--- config.mk ---
export PLATFORM = sky130hd
export DESIGN_NAME = dcache_port_arbiter_flat
export DESIGN_NICKNAME = d
export VERILOG_FILES = /design/src/rtl/dcache_port_if.sv /design/src/rtl/dcache_port_arbiter.sv /design/src/flat_wrapper.sv
export SDC_FILE = /design/constraint.sdc
export NUM_CORES = 1
export LEC_CHECK = 0
export ABC_CLOCK_PERIOD_IN_PS = 10900
export CORE_ASPECT_RATIO = 1.1
export CORE_UTILIZATION = 35
export DETAILED_ROUTE_END_ITERATION = 10
export SETUP_SLACK_MARGIN = 0.5
export SLEW_MARGIN = 20
export SYNTH_ARGS = -nofsm -noshare
export SYNTH_HDL_FRONTEND = slang
export SYNTH_SLANG_ARGS = --single-unit
--- constraint.sdc ---
create_clock -name clk -period 10.9 [get_ports clk]
set_input_delay 3.27 -clock clk [delete_from_list [all_inputs] [get_ports clk]]
set_output_delay 3.27 -clock clk [all_outputs]
set_load 0.01 [all_outputs]
--- src/rtl/dcache_port_if.sv ---
// dcache_port_if: ld_* (MEM stage), st_*/flush (store buffer), cache_* (data cache), mem_stall/drain_empty status; master = arbiter side
interface dcache_port_if;
  logic        ld_req;
  logic [31:0] ld_addr;
  logic [2:0]  ld_funct3;
  logic        ld_done;
  logic [31:0] ld_rdata;
  logic        mem_stall;
  logic        st_valid;
  logic [31:0] st_addr;
  logic [31:0] st_data;
  logic [2:0]  st_funct3;
  logic        st_ready;
  logic        flush;
  logic        cache_req;
  logic        cache_we;
  logic [31:0] cache_addr;
  logic [31:0] cache_wdata;
  logic [2:0]  cache_funct3;
  logic        cache_done;
  logic [31:0] cache_rdata;
  logic        drain_empty;
  modport master (
    input  ld_req, ld_addr, ld_funct3, st_valid, st_addr, st_data, st_funct3, flush, cache_done, cache_rdata,
    output ld_done, ld_rdata, mem_stall, st_ready, cache_req, cache_we, cache_addr, cache_wdata, cache_funct3, drain_empty
  );
  modport slave (
    output ld_req, ld_addr, ld_funct3, st_valid, st_addr, st_data, st_funct3, flush, cache_done, cache_rdata,
    input  ld_done, ld_rdata, mem_stall, st_ready, cache_req, cache_we, cache_addr, cache_wdata, cache_funct3, drain_empty
  );
endinterface

--- src/rtl/dcache_port_arbiter.sv ---
// dcache_port_arbiter: shares the dcache port (p.cache_*) between MEM loads (p.ld_*, p.mem_stall) and a drain queue of committed stores (p.st_*, p.flush, p.drain_empty); clk, sync active-high reset
module dcache_port_arbiter #(
  parameter int DRAIN_Q_DEPTH = 2,
  parameter int STARVE_LIMIT  = 4
) (
  input logic          clk,
  input logic          reset,
  dcache_port_if.master p
);
  localparam int AW = $clog2(DRAIN_Q_DEPTH);
  localparam int SW = $clog2(STARVE_LIMIT + 1);
  localparam logic [AW:0]   FULL  = (AW + 1)'(DRAIN_Q_DEPTH);
  localparam logic [SW-1:0] LIMIT = SW'(STARVE_LIMIT);
  typedef enum logic [1:0] {IDLE, BUSY_LD, BUSY_ST} state_t;
  state_t state_q, state_d;
  logic [31:0] q_addr_q [DRAIN_Q_DEPTH];
  logic [31:0] q_data_q [DRAIN_Q_DEPTH];
  logic [2:0]  q_f3_q   [DRAIN_Q_DEPTH];
  logic [AW-1:0] rd_ptr_q, rd_ptr_d, wr_ptr_q, wr_ptr_d, off;
  logic [AW:0] count_q, count_d;
  logic [SW-1:0] starve_q, starve_d;
  logic kill_q, kill_d, req_q, req_d, we_q, we_d;
  logic [31:0] addr_q, addr_d, wdata_q, wdata_d;
  logic [2:0] f3_q, f3_d;
  logic enq, conflict, force_st, issue_st, issue_ld, done;
  assign enq = p.st_valid && p.st_ready;
  assign force_st = count_q == FULL || starve_q >= LIMIT || conflict;
  assign issue_st = state_q == IDLE && count_q != '0 && (force_st || !p.ld_req);
  assign issue_ld = state_q == IDLE && !issue_st && p.ld_req && !p.flush;
  assign done = state_q != IDLE && p.cache_done;
  assign p.st_ready = count_q < FULL;
  assign p.ld_done = state_q == BUSY_LD && p.cache_done && !kill_q && !p.flush;
  assign p.ld_rdata = p.cache_rdata;
  assign p.mem_stall = p.ld_req && !p.ld_done;
  assign p.drain_empty = count_q == '0 && state_q != BUSY_ST;
  assign p.cache_req = req_q;
  assign p.cache_we = we_q;
  assign p.cache_addr = addr_q;
  assign p.cache_wdata = wdata_q;
  assign p.cache_funct3 = f3_q;
  // only entries between rd_ptr and rd_ptr+count are live; word-granular match
  always_comb begin
    conflict = 1'b0;
    off = '0;
    for (int i = 0; i < DRAIN_Q_DEPTH; i++) begin
      off = AW'(i) - rd_ptr_q;
      conflict = conflict | ({1'b0, off} < count_q && q_addr_q[i][31:2] == p.ld_addr[31:2]);
    end
    conflict = conflict & p.ld_req;
  end
  always_comb begin
    state_d = state_q;
    req_d = req_q;
    we_d = we_q;
    addr_d = addr_q;
    wdata_d = wdata_q;
    f3_d = f3_q;
    rd_ptr_d = issue_st ? rd_ptr_q + AW'(1) : rd_ptr_q;
    wr_ptr_d = enq ? wr_ptr_q + AW'(1) : wr_ptr_q;
    count_d = count_q + (AW + 1)'(enq) - (AW + 1)'(issue_st);
    starve_d = issue_st ? '0 : (issue_ld && count_q != '0 && starve_q < LIMIT) ? starve_q + SW'(1) : starve_q;
    kill_d = state_q == BUSY_LD && !p.cache_done && (kill_q || p.flush);
    if (issue_st) begin
      state_d = BUSY_ST;
      req_d = 1'b1;
      we_d = 1'b1;
      addr_d = q_addr_q[rd_ptr_q];
      wdata_d = q_data_q[rd_ptr_q];
      f3_d = q_f3_q[rd_ptr_q];
    end else if (issue_ld) begin
      state_d = BUSY_LD;
      req_d = 1'b1;
      we_d = 1'b0;
      addr_d = p.ld_addr;
      wdata_d = '0;
      f3_d = p.ld_funct3;
    end else if (done) begin
      state_d = IDLE;
      req_d = 1'b0;
      we_d = 1'b0;
      addr_d = '0;
      wdata_d = '0;
      f3_d = '0;
    end
  end
  always_ff @(posedge clk) begin
    if (reset) begin
      state_q <= IDLE;
      rd_ptr_q <= '0;
      wr_ptr_q <= '0;
      count_q <= '0;
      starve_q <= '0;
      kill_q <= 1'b0;
      req_q <= 1'b0;
      we_q <= 1'b0;
      addr_q <= '0;
      wdata_q <= '0;
      f3_q <= '0;
    end else begin
      state_q <= state_d;
      rd_ptr_q <= rd_ptr_d;
      wr_ptr_q <= wr_ptr_d;
      count_q <= count_d;
      starve_q <= starve_d;
      kill_q <= kill_d;
      req_q <= req_d;
      we_q <= we_d;
      addr_q <= addr_d;
      wdata_q <= wdata_d;
      f3_q <= f3_d;
    end
  end
  always_ff @(posedge clk) begin
    if (enq && !reset) begin
      q_addr_q[wr_ptr_q] <= p.st_addr;
      q_data_q[wr_ptr_q] <= p.st_data;
      q_f3_q[wr_ptr_q] <= p.st_funct3;
    end
  end
endmodule

--- src/flat_wrapper.sv ---
// flat-port wrapper written by rule: the top's interface ports become plain ports
module dcache_port_arbiter_flat 
#(
  parameter int DRAIN_Q_DEPTH = 2,
  parameter int STARVE_LIMIT  = 4
)
  (clk, reset, p_ld_req, p_ld_addr, p_ld_funct3, p_st_valid, p_st_addr, p_st_data, p_st_funct3, p_flush, p_cache_done, p_cache_rdata, p_ld_done, p_ld_rdata, p_mem_stall, p_st_ready, p_cache_req, p_cache_we, p_cache_addr, p_cache_wdata, p_cache_funct3, p_drain_empty);
  dcache_port_if p_i ();
  input logic clk;
  input logic reset;
  input wire logic [$bits(p_i.ld_req)-1:0] p_ld_req;
  input wire logic [$bits(p_i.ld_addr)-1:0] p_ld_addr;
  input wire logic [$bits(p_i.ld_funct3)-1:0] p_ld_funct3;
  input wire logic [$bits(p_i.st_valid)-1:0] p_st_valid;
  input wire logic [$bits(p_i.st_addr)-1:0] p_st_addr;
  input wire logic [$bits(p_i.st_data)-1:0] p_st_data;
  input wire logic [$bits(p_i.st_funct3)-1:0] p_st_funct3;
  input wire logic [$bits(p_i.flush)-1:0] p_flush;
  input wire logic [$bits(p_i.cache_done)-1:0] p_cache_done;
  input wire logic [$bits(p_i.cache_rdata)-1:0] p_cache_rdata;
  output wire logic [$bits(p_i.ld_done)-1:0] p_ld_done;
  output wire logic [$bits(p_i.ld_rdata)-1:0] p_ld_rdata;
  output wire logic [$bits(p_i.mem_stall)-1:0] p_mem_stall;
  output wire logic [$bits(p_i.st_ready)-1:0] p_st_ready;
  output wire logic [$bits(p_i.cache_req)-1:0] p_cache_req;
  output wire logic [$bits(p_i.cache_we)-1:0] p_cache_we;
  output wire logic [$bits(p_i.cache_addr)-1:0] p_cache_addr;
  output wire logic [$bits(p_i.cache_wdata)-1:0] p_cache_wdata;
  output wire logic [$bits(p_i.cache_funct3)-1:0] p_cache_funct3;
  output wire logic [$bits(p_i.drain_empty)-1:0] p_drain_empty;
  assign p_i.ld_req = p_ld_req;
  assign p_i.ld_addr = p_ld_addr;
  assign p_i.ld_funct3 = p_ld_funct3;
  assign p_i.st_valid = p_st_valid;
  assign p_i.st_addr = p_st_addr;
  assign p_i.st_data = p_st_data;
  assign p_i.st_funct3 = p_st_funct3;
  assign p_i.flush = p_flush;
  assign p_i.cache_done = p_cache_done;
  assign p_i.cache_rdata = p_cache_rdata;
  assign p_ld_done = p_i.ld_done;
  assign p_ld_rdata = p_i.ld_rdata;
  assign p_mem_stall = p_i.mem_stall;
  assign p_st_ready = p_i.st_ready;
  assign p_cache_req = p_i.cache_req;
  assign p_cache_we = p_i.cache_we;
  assign p_cache_addr = p_i.cache_addr;
  assign p_cache_wdata = p_i.cache_wdata;
  assign p_cache_funct3 = p_i.cache_funct3;
  assign p_drain_empty = p_i.drain_empty;
  dcache_port_arbiter #(.DRAIN_Q_DEPTH(DRAIN_Q_DEPTH), .STARVE_LIMIT(STARVE_LIMIT)) u_core (.clk(clk), .reset(reset), .p(p_i));
endmodule
==> flow_results.org <==
** Clock network
- Setup bufs post-CTS :: 0
- Number of sinks driven by the clock tree :: approximately 210
- TritonCTS built the clock tree.
- Clock latency on the worst-skew pair :: roughly 0.52 ns
- Counting along the longest clock path gives a buffer depth of 3.
- Gates resized during post-CTS repair numbered 0.
- The number of hold buffers added after CTS was 0.
- In this run the number of H-tree levels came out at 1.
- Clock buffer count from CTS :: 24
- After clock tree synthesis, the clock-pin slew on the worst setup and hold paths is around 0.05 ns.
- Master cell of the clock root buffer :: sky130_fd_sc_hd__clkbuf_16

** Drt
- The detailed router placed between 7000 and 8000 vias in this run.
- For this block, the routed nets add up to approximately 28 mm of wire.
- The first detailed-routing pass ran for 7 iterations.
- Residual DRC count :: 0
- The detail route stage leaves a number of antenna-violating nets equal to 0.
- Initial drt markers :: between 400 and 500
- Post-DR wirelength/cell :: 21.57 µm
- After detailed routing, the number of vias per cell comes to between 5 and 6.

** Synth
- Counting flops with a built-in enable in the synthesized netlist gives ~130.
- Of the total synthesized cell area, the portion taken by full adders, half adders and majority gates is 0.003743.
- Share of synthesized flip-flops with an asynchronous set or reset :: 0
- Simple-Gate Fraction of Synth Area :: 0.06900
- Fraction of the mapped netlist area in compound gates :: 0.1510
- Post-synthesis cell area :: roughly 10000 µm²
- By area, the combinational part of the netlist is dominated by compound AO/OA/AOI/OAI gates.
- Multiplexer fraction of the synthesized cell area :: 0.1042
- Synthesis produced a netlist whose cell count is between 800 and 900.
- After synthesis, the cell types taking the most area are sky130_fd_sc_hd__edfxtp_1 (40%), sky130_fd_sc_hd__dfxtp_1 (16%), sky130_fd_sc_hd__mux2i_1 (6.5%).
- Mapped Avg Cell Area :: between 10 and 15 µm²
- Synth warn :: 0
- Proportion of synthesized chip area in sequential cells :: 0.5590
- Number of synthesized register bits :: approximately 210
- Proportion of netlist area held by the largest area contributor :: 0.4012
- Among all flip-flop cells after synthesis, the most frequent one is sky130_fd_sc_hd__edfxtp_1.
- Synthesized net count :: slightly below 1000
- Xor and xnor fraction of the mapped netlist area :: 0.05590
- In this run, distinct cell masters in the synthesized netlist total 39.
- The synthesized design spends more area on one cell type than any other, namely sky130_fd_sc_hd__edfxtp_1.

** Job
- Max capacitance violation total :: 0

** Global routing
- Entering global routing, the biggest net connects 77 pins.
- Global routing usage on met1 :: 0.2517
- GR Util met3 :: 0.02723
- The first global-routing pass estimated 42.81 mm of wire.
- The via count of the first global-routing pass was about 7000.
- The layer flagged by global routing as most heavily used is met2.
- After global routing the overflow that remains totals 0.
- Antenna violations before repair :: 1
- For this run, global-route usage on met2 was measured as 0.3144.
- Across every metal layer, demand over resource in global routing totals 0.1906.

** Floorplanning
- Width of the chip :: ~160 µm
- FP Rows :: 64
- Ports :: about 250
- Die outline height :: ~180 µm
- Core Footprint :: 28030 µm²
- Die Area :: between 20000 and 30000 µm²
- The initial utilization of the core area, before any placement, comes to 0.3578.

** Setup path
- Critical Path End Type :: primary output
- STA puts the critical path data arrival time at between 4 and 5 ns.
- Nature of the critical path startpoint :: input pin
- Standard cell with the maximum stage delay on the critical path :: sky130_fd_sc_hd__clkdlybuf4s50_1
- Walking the worst path, the cells encountered are clkdlybuf4s50_1 -> nor2_1 -> and3_1 -> nor2_1 -> clkdlybuf4s50_1.
- For this run, the slowest stage of the critical path takes between 0.5 and 0.6 ns.
- For the worst flop-to-flop path, the logic depth is 11.
- The critical path in this run is classified as in2out.
- R2R Setup Slk :: approximately 7 ns
- In this run the critical register-to-register path is captured at u_core.count_q[1]$_SDFF_PP0_.
- Worst flop-to-flop path startpoint :: u_core.count_q[0]$_SDFF_PP0_
- Along the worst path, the maximum fanout reaches 2.
- Required time reported for the critical path endpoint :: approximately 7.6 ns

** Final layout
- Most frequent cells in the layout :: sky130_fd_sc_hd__clkdlybuf4s50_1 (179), sky130_fd_sc_hd__edfxtp_1 (134), sky130_fd_sc_hd__a211oi_1 (86), sky130_fd_sc_hd__dfxtp_1 (78), sky130_fd_sc_hd__nand2_1 (66)
- Compared with the post-synthesis result, the final layout area differs by 26.53%.
- Post-Layout Cell Count :: roughly 1300
- The final layout contains around 1100 nets.
- Proportion of layout cells with a drive suffix above 1 :: 0.1209
- Fill cell instance count of the final layout :: 2615
- Leading cell type in the layout, fill and taps excluded :: sky130_fd_sc_hd__clkdlybuf4s50_1

** Placement
- Half-perimeter wire length of the detailed placement result :: approximately 18 mm
- Final estimated routing congestion in global placement :: a little over 0.7
- In this run, placement finished with an instance count of 1271.
- Buffers placed on the I/O ports in this run total 180.

** Timing
- In this run the tightest slew margin relative to its limit is 0.2951.
- Max Clk Rate :: 126.4 MHz
- Setup repair after global routing left no endpoint under its margin.
- After layout, the minimum clock period comes to around 7.9 ns.
- Dividing the final minimum period by the clock period gives 0.7258.
- Slew at the pin with the worst max-slew slack :: between 1 and 1.5 ns
- Final setup violation count :: 0
- The final count of pins violating max slew came to 0.
- The tightest hold path in the finished design has a slack of around 0.52 ns.
- Worst Clk Skew :: ~0.014 ns
- Post-route setup TNS :: 0 ns
- Number of hold-slack violations in the final timing report :: 0

** Power and ir drop
- Leak pwr :: 4.215 nW
- Power spread over the standard cell area amounts to between 200 and 250 nW/µm².
- Across the VDD grid, the largest voltage drop is between 100 and 150 µV.

** Min path
- The min-delay analysis places its worst path in the category reg2reg.
- Worst hold path depth :: 2
- The path with the worst hold slack has its endpoint at u_core.starve_q[2]$_SDFFE_PP0P_.
- The startpoint identified for the worst hold timing path is u_core.starve_q[2]$_SDFFE_PP0P_.

** Run status
- Status :: completed
power breakdown:
part	switching (mW)	leakage, nW	internal [mW]
sequential	0.118	1.87	1.01
combinational	0.473	1.95	0.427
clock	0.315	0.395	0.502
total	0.906	4.21	1.94
per-stage QoR:
| stage | setup slack (ns) | util | power, mW | cell area [µm²] |
|---|---|---|---|---|
| 6_report | 2.989 | 0.4527 | 2.846 | 12690 |
| 5_1_grt | 2.927 | 0.4526 | 2.990 | 12690 |
| 4_1_cts | 2.975 | 0.4526 | 2.887 | 12690 |
| 3_5_place_dp | 2.977 | 0.4242 | 2.058 | 11890 |
| 3_3_place_gp | 2.983 | 0.4242 | 2.048 | 11890 |
| 2_1_floorplan | 1.715 | - | 1.666 | 10030 |
flip-flops by register name (all words and copies together) (netlist names), 2 cells and up, named ones only:
register,flops
u_core.starve_q,3
u_core.p.cache_addr,32
u_core.q_addr_q,64
u_core.q_f3_q,6
u_core.p.cache_funct3,3
u_core.p.cache_wdata,32
u_core.q_data_q,64
u_core.count_q,2
worst max path at each step:
stage	cells after the start	from	slack, ns	end
after floorplan	3	reset	1.71	u_core.q_addr_q[0][0]$_DFFE_PP_
after global placement	5	p_flush	2.98	p_mem_stall
after detailed placement	5	p_flush	2.98	p_mem_stall
after CTS	5	p_flush	2.97	p_mem_stall
after global routing	5	p_flush	2.93	p_mem_stall
final	5	p_flush	2.99	p_mem_stall
routing by layer:
metal	part of all wire	vias to the layer above
met5	0	-
met4	0.034	0
met3	0.056	72
met2	0.48	206
met1	0.43	3511
li1	-	3334
synthesized netlist by cell type (all sizes together) (2+ instances only):
cell and number:
clkbuf 47, nor3 38, a21oi 6, inv 7, xnor2 34, nor2b 7
nand4 8, dfxtp 79, a32oi 32, a311o 2, o21ai 2, nor4b 2
mux2i 65, edfxtp 134, a211oi 104, nor2 6, nand2 66, ha 3
nor4 9, xor2 30, a22oi 35, mux2 35, buf 57
cell families after synthesis:
kind of cell,Yosys count
and+or+nand+nor,141
AOI/OAI and AO/OA,186
xor gates and xnor gates,64
adders and majority gates,3
DFF,213
buffers and inverters,111
muxes,100
layout make-up:
class	count	area, µm²	share of cell area
Sequential cell	213	5609	0.4421
Clock inverter	10	122.6	0.009664
Multi-Input combinational cell	494	3894	0.3069
Inverter	7	26.28	0.002071
Timing Repair Buffer	194	1904	0.1501
Tap cell	363	454.2	0.03580
Antenna cell	1	2.502	0.0001972
Clock buffer	33	675.6	0.05325
worst max-delay path: cells and delay by family:
family | cells | cell delay, ns
buffers and inverters | 2 | 1.03
and+or+nand+nor | 3 | 0.34
Note: power is estimated with default switching activity, not from simulation.
==> RTL change 1 (same settings) <==
`STARVE_LIMIT` is set to 4 in 2 places; all go to 8.
--- a/src/rtl/dcache_port_arbiter.sv
+++ b/src/rtl/dcache_port_arbiter.sv
@@ -2,5 +2,5 @@
 module dcache_port_arbiter #(
   parameter int DRAIN_Q_DEPTH = 2,
-  parameter int STARVE_LIMIT  = 4
+  parameter int STARVE_LIMIT  = 8
 ) (
   input logic          clk,
--- a/src/flat_wrapper.sv
+++ b/src/flat_wrapper.sv
@@ -3,5 +3,5 @@
 #(
   parameter int DRAIN_Q_DEPTH = 2,
-  parameter int STARVE_LIMIT  = 4
+  parameter int STARVE_LIMIT  = 8
 )
   (clk, reset, p_ld_req, p_ld_addr, p_ld_funct3, p_st_valid, p_st_addr, p_st_data, p_st_funct3, p_flush, p_cache_done, p_cache_rdata, p_ld_done, p_ld_rdata, p_mem_stall, p_st_ready, p_cache_req, p_cache_we, p_cache_addr, p_cache_wdata, p_cache_funct3, p_drain_empty);
Behaviour: same outputs for any inputs over 4 cycles, from zero or initial values and one cycle with reset high; that may be too few to reach the edited logic, so the function may still have changed.
==> RTL change 1 against the unedited design <==
  * Final cell count rose by 17%
  * Area after synthesis rose by 5.1%
  * Power rose by 11%
  * Design area up 4.2%
  * Sequential cell count rose by 1
  * Non-clock buffer count grew 4
  * Routed wire length rose by 16%
  * Worst setup slack lost 0.060 ns
  * Critical endpoint unchanged
==> RTL change 1: results (changes against the unedited design) <==
run status finished, final reports clean; reg2reg start u_core.count_q[1]; clk buf depth 3 (unchanged); 1st-iter DRT viols 621 (+40%); Placer Congestion 0.768 (+8.3%); CP top delay family buffers and inverters; share of flip-flops with an asynchronous set or reset 0% (unchanged); first-pass GRT wire length 49.5 mm (+16%); number of distinct library cells after synthesis 42 (+7.7%); syn_nets 1,193 (+24%); Reg2Reg Setup Slack 7.65 ns (+0.50 ns); Layout Nets 1,291 (+20%); largest net degree at the start of global routing 97 (+26%); Post-CTS Setup Inserts 0 (unchanged); Non-Filler Instances 1,540 (+17%); ys flop type edfxtp_1; Post-synth EDFFs 134 (unchanged); drt wl/cell 21.4 um (-0.96%); CTS root buf clkbuf_16; top flop regs u_core.q_addr_q x64, u_core.q_data_q x64; data arrival time of the worst path 4.70 ns (+0.06 ns); post-synthesis sequential area ratio 53.4% (-2.5 points); CP Max Fanout 3 (+1); worst hold path depth 2 (unchanged); Finished Core Util 44.7% (-0.57 points); # fillers 2,787 (+6.6%); share of layout cells above drive strength 1 6.35% (-5.7 points); sw frac 35.1% (+3.2 points); CTS resizes 0 (unchanged); H-tree levels 1 (unchanged); Vias 8,671 (+22%); syn avg cell area 10.0 um2 (-18%); Hold Path Origin u_core.p.cache_wdata[24]; GR Util All Layers 21.0% (+1.9 points); Post-synth top cells edfxtp_1 (134), nor2_1 (133), a21oi_1 (126); I/O Buffers 180 (unchanged); hpwl dp 20.2 mm (+13%); number of buffers created by CTS 24 (unchanged); Max VDD drop 150 uV (+18%); hold path endpoint u_core.p.cache_wdata[24]; Synth Area in XOR/XNOR 5.40% (-0.19 points); leakage 0.00425 uW (+0.94%); multiplexer share of the synthesized area 6.67% (-3.7 points); Post-DP Area 12,400 um2 (+4.0%); adder-cell share of the synthesized area 0.475% (+0.10 points); Synth warnings 0 (unchanged); CTS clk-pin slew, worst paths 0.06 ns; Layout Skew 0.0174 ns (+0.00295 ns); Compound-Gate Fraction of Synth Area 16.0% (+0.89 points); worst flop-to-flop path endpoint u_core.count_q[1]; R2R depth 12 (+1); critical path's slowest cell clkdlybuf4s50_1; number of global-route vias before repair 8,123 (+14%); worst-margin pin slew 1.11 ns (+0.0521 ns); Synth area leaders edfxtp_1 (38%), dfxtp_1 (15%), mux2i_1 (6.5%); Clk Latency, worst-skew pair 0.53 ns; initial antenna violation count 3 (+2); CP max stage delay 0.56 ns (+0.02 ns); Hold WC Path Type register to register
## RTL change 1: cell types whose count changed in the layout (fill, tap and decap cells not counted), moves of 33 or more
cell,change
nor2_1,+126
a21oi_1,+120
a211oi_1,-85
o21ai_0,+76
nand2_1,-45
a31oi_1,+38
nand3_1,+38
mux2_2,-33
nor3_1,-33
## RTL change 1: area by class of cell
class                           instances  share of cell area, %
Antenna cell                            1                 0.0189
Clock buffer                           35                   5.24
Clock inverter                          9                   1.18
Inverter                                8                  0.227
Multi-Input combinational cell        701                   32.6
Sequential cell                       214                   42.6
Tap cell                              374                   3.54
Timing Repair Buffer                  198                   14.6
## RTL change 1: how the worst max path moves through the flow
stage | start | slack (ns) | end | cells after the start
floorplan | reset | 1.72 | u_core.q_addr_q[0][0] | 3
global placement | p_flush | 2.96 | p_mem_stall | 5
detailed placement | p_flush | 2.93 | p_mem_stall | 5
CTS | p_flush | 2.93 | p_mem_stall | 5
global route | p_flush | 2.87 | p_mem_stall | 5
finish | p_flush | 2.93 | p_mem_stall | 5
## RTL change 1: cell families (layout without fill, tap and decap cells)
logic type               count (synthesis)  count (layout)
buffers and inverters                  134             250
other                                    0               1
AND/OR/NAND/NOR                        263             263
adder cells (fa/ha/maj)                  4               4
AO/OA/AOI/OAI                          299             299
XOR/XNOR                                65              65
flip-flops                             214             214
multiplexers                            70              70
## RTL change 1: per-stage QoR
stage / hold slack (ns) / power (uW) / setup slack (ns)
2_1_floorplan: 0.473 / 1850 / 1.72
3_3_place_gp: 0.479 / 2300 / 2.96
3_5_place_dp: 0.489 / 2320 / 2.93
4_1_cts: 0.498 / 3190 / 2.93
5_1_grt: 0.509 / 3330 / 2.87
6_report: 0.497 / 3160 / 2.93
## RTL change 1: routing by layer
metal / routed length [um] / global-route usage [%] / vias up
li1: - / - / 4032
met1: 13400 / 26.6 / 4187
met2: 15400 / 33.8 / 354
met3: 2420 / 4.61 / 94
met4: 1590 / 10.3 / 4
met5: 25 / 0 / -
## RTL change 1: power by group through the flow
stage                     logic, uW  clock network [uW]  registers, uW
after global routing           1250                 910           1180
final                          1150                 860           1160
after detailed placement       1150                   0           1170
after floorplan                 685                   0           1170
after global placement         1130                   0           1170
after CTS                      1150                 878           1160
## RTL change 1: worst register-to-register path: stages (launching register included)
cell and delay, ns:
dfxtp_1 0.47, a21oi_1 0.13, or4_1 0.61, nor4_4 0.25, and2_4 0.43, o21ai_1 0.21, inv_2 0.23, ha_1 0.26
inv_1 0.06, ha_1 0.14, xnor2_1 0.13, xnor2_1 0.14, nor2_1 0.06
==> RTL change 2 (config.mk and constraints unchanged) <==
Without the edit above. Take the reset off `wdata_q` and load it in a clocked block of its own.
--- a/src/rtl/dcache_port_arbiter.sv
+++ b/src/rtl/dcache_port_arbiter.sv
@@ -95,5 +95,4 @@
       we_q <= 1'b0;
       addr_q <= '0;
-      wdata_q <= '0;
       f3_q <= '0;
     end else begin
@@ -107,7 +106,10 @@
       we_q <= we_d;
       addr_q <= addr_d;
-      wdata_q <= wdata_d;
       f3_q <= f3_d;
     end
+  end
+
+  always_ff @(posedge clk) begin
+    wdata_q <= wdata_d;
   end
   always_ff @(posedge clk) begin
Function: differs if reset is asserted again (counterexample within 4 cycles, from zero or initial values and one cycle with reset high); with reset held inactive, the same outputs for 4 cycles.
==> RTL change 2 against the unedited design <==
  * Power rose by 1.1%
  * Highest routed layer is now met5
  * Design area fell by 6.1%
  * Core utilization rose by 1.5 points
  * Area after synthesis down 8.5%
  * Combinational power fell by 2.8%
  * Routed wire length shrank 20%
  * Count of clock-buffer cells in the layout decreased by 3
  * Clock skew fell by 0.0083 ns
  * Worst setup slack gained 0.019 ns
  * Synthesized cell count shrank 19%
  * Sequential cell count is the same
  * Final cell count shrank 11%
==> RTL change 2: results (changes against the unedited design) <==
run status finished, final reports clean; Reg2Reg Setup Slack 7.68 ns (+0.53 ns); syn_nets 805 (-16%); initial antenna violation count 2 (+1); worst-margin pin slew 1.04 ns (-0.0212 ns); number of global-route vias before repair 5,932 (-17%); adder-cell share of the synthesized area 0.409% (+0.035 points); hpwl dp 14.7 mm (-18%); pwr/cell area 242 nW/um2 (+7.7%); Layout Nets 952 (-12%); Post-synth top cells edfxtp_1 (166), mux2i_1 (68), dfxtp_1 (47); DR pass1 iterations 4 (-3); data arrival time of the worst path 4.62 ns (-0.02 ns); Synth area leaders edfxtp_1 (54%), dfxtp_1 (10%), mux2i_1 (7.4%); drt wl/cell 19.4 um (-9.8%); placed instance count 1,129 (-11%); post-synthesis sequential area ratio 64.6% (+8.7 points); # diodes 0 (-1); Synth Area in XOR/XNOR 6.11% (+0.52 points); ratio of routed vias to standard cells 4.84 (-11%); Non-Filler Instances 1,173 (-11%); 1st-iter DRT viols 227 (-49%); Layout Skew 0.00619 ns (-0.00828 ns); Placer Congestion 0.735 (+3.7%); largest net degree at the start of global routing 68 (-12%); Post-synth EDFFs 166 (+24%)
## RTL change 2: cell types whose count changed after synthesis, sizes merged, moves of 3 or more
cell,change
mux2,-35
a21oi,+36
a211oi,-68
nor2,+33
edfxtp,+32
dfxtp,-32
nor3,-31
mux2i,+3
a32oi,-32
nand2,-27
buf,-6
clkbuf,-28
## RTL change 2: layout make-up
type | count | area [um2] | area share (%)
Sequential cell | 213 | 5930 | 49.8
Multi-Input combinational cell | 372 | 2830 | 23.8
Timing Repair Buffer | 191 | 1880 | 15.8
Clock buffer | 30 | 644 | 5.41
Tap cell | 346 | 433 | 3.63
Clock inverter | 14 | 168 | 1.41
Inverter | 7 | 26.3 | 0.221
## RTL change 2: metrics by stage
step / util [%] / cell area (um2) / hold WS (ns)
final: 46.7 / 11900 / 0.517
after global routing: 46.7 / 11900 / 0.553
after CTS: 46.7 / 11900 / 0.520
after detailed placement: 43.5 / 11100 / 0.512
after global placement: 43.5 / 11100 / 0.500
after floorplan: - / 9170 / 0.472
## RTL change 2: critical path: stages
cell and delay [ns]:
clkdlybuf4s50_1 0.50, nor2_1 0.07, and3_1 0.17, nor2_1 0.08, clkdlybuf4s50_1 0.54
## RTL change 2: layer usage
| metal | vias up | GRT usage, % | part of all wire [%] |
|---|---|---|---|
| li1 | 2730 | - | - |
| met1 | 2744 | 20.8 | 41 |
| met2 | 156 | 29.2 | 48 |
| met3 | 51 | 5.69 | 8.0 |
| met4 | 2 | 5.54 | 2.5 |
| met5 | - | 0 | 0.057 |
## RTL change 2: worst max-delay path by stage
stage | cells past startpoint | start | to
global placement | 5 | p_flush | p_mem_stall
floorplan | 2 | reset | u_core.q_addr_q[0][0]
finish | 5 | p_flush | p_mem_stall
detailed placement | 5 | p_flush | p_mem_stall
CTS | 5 | p_flush | p_mem_stall
global route | 5 | p_flush | p_mem_stall
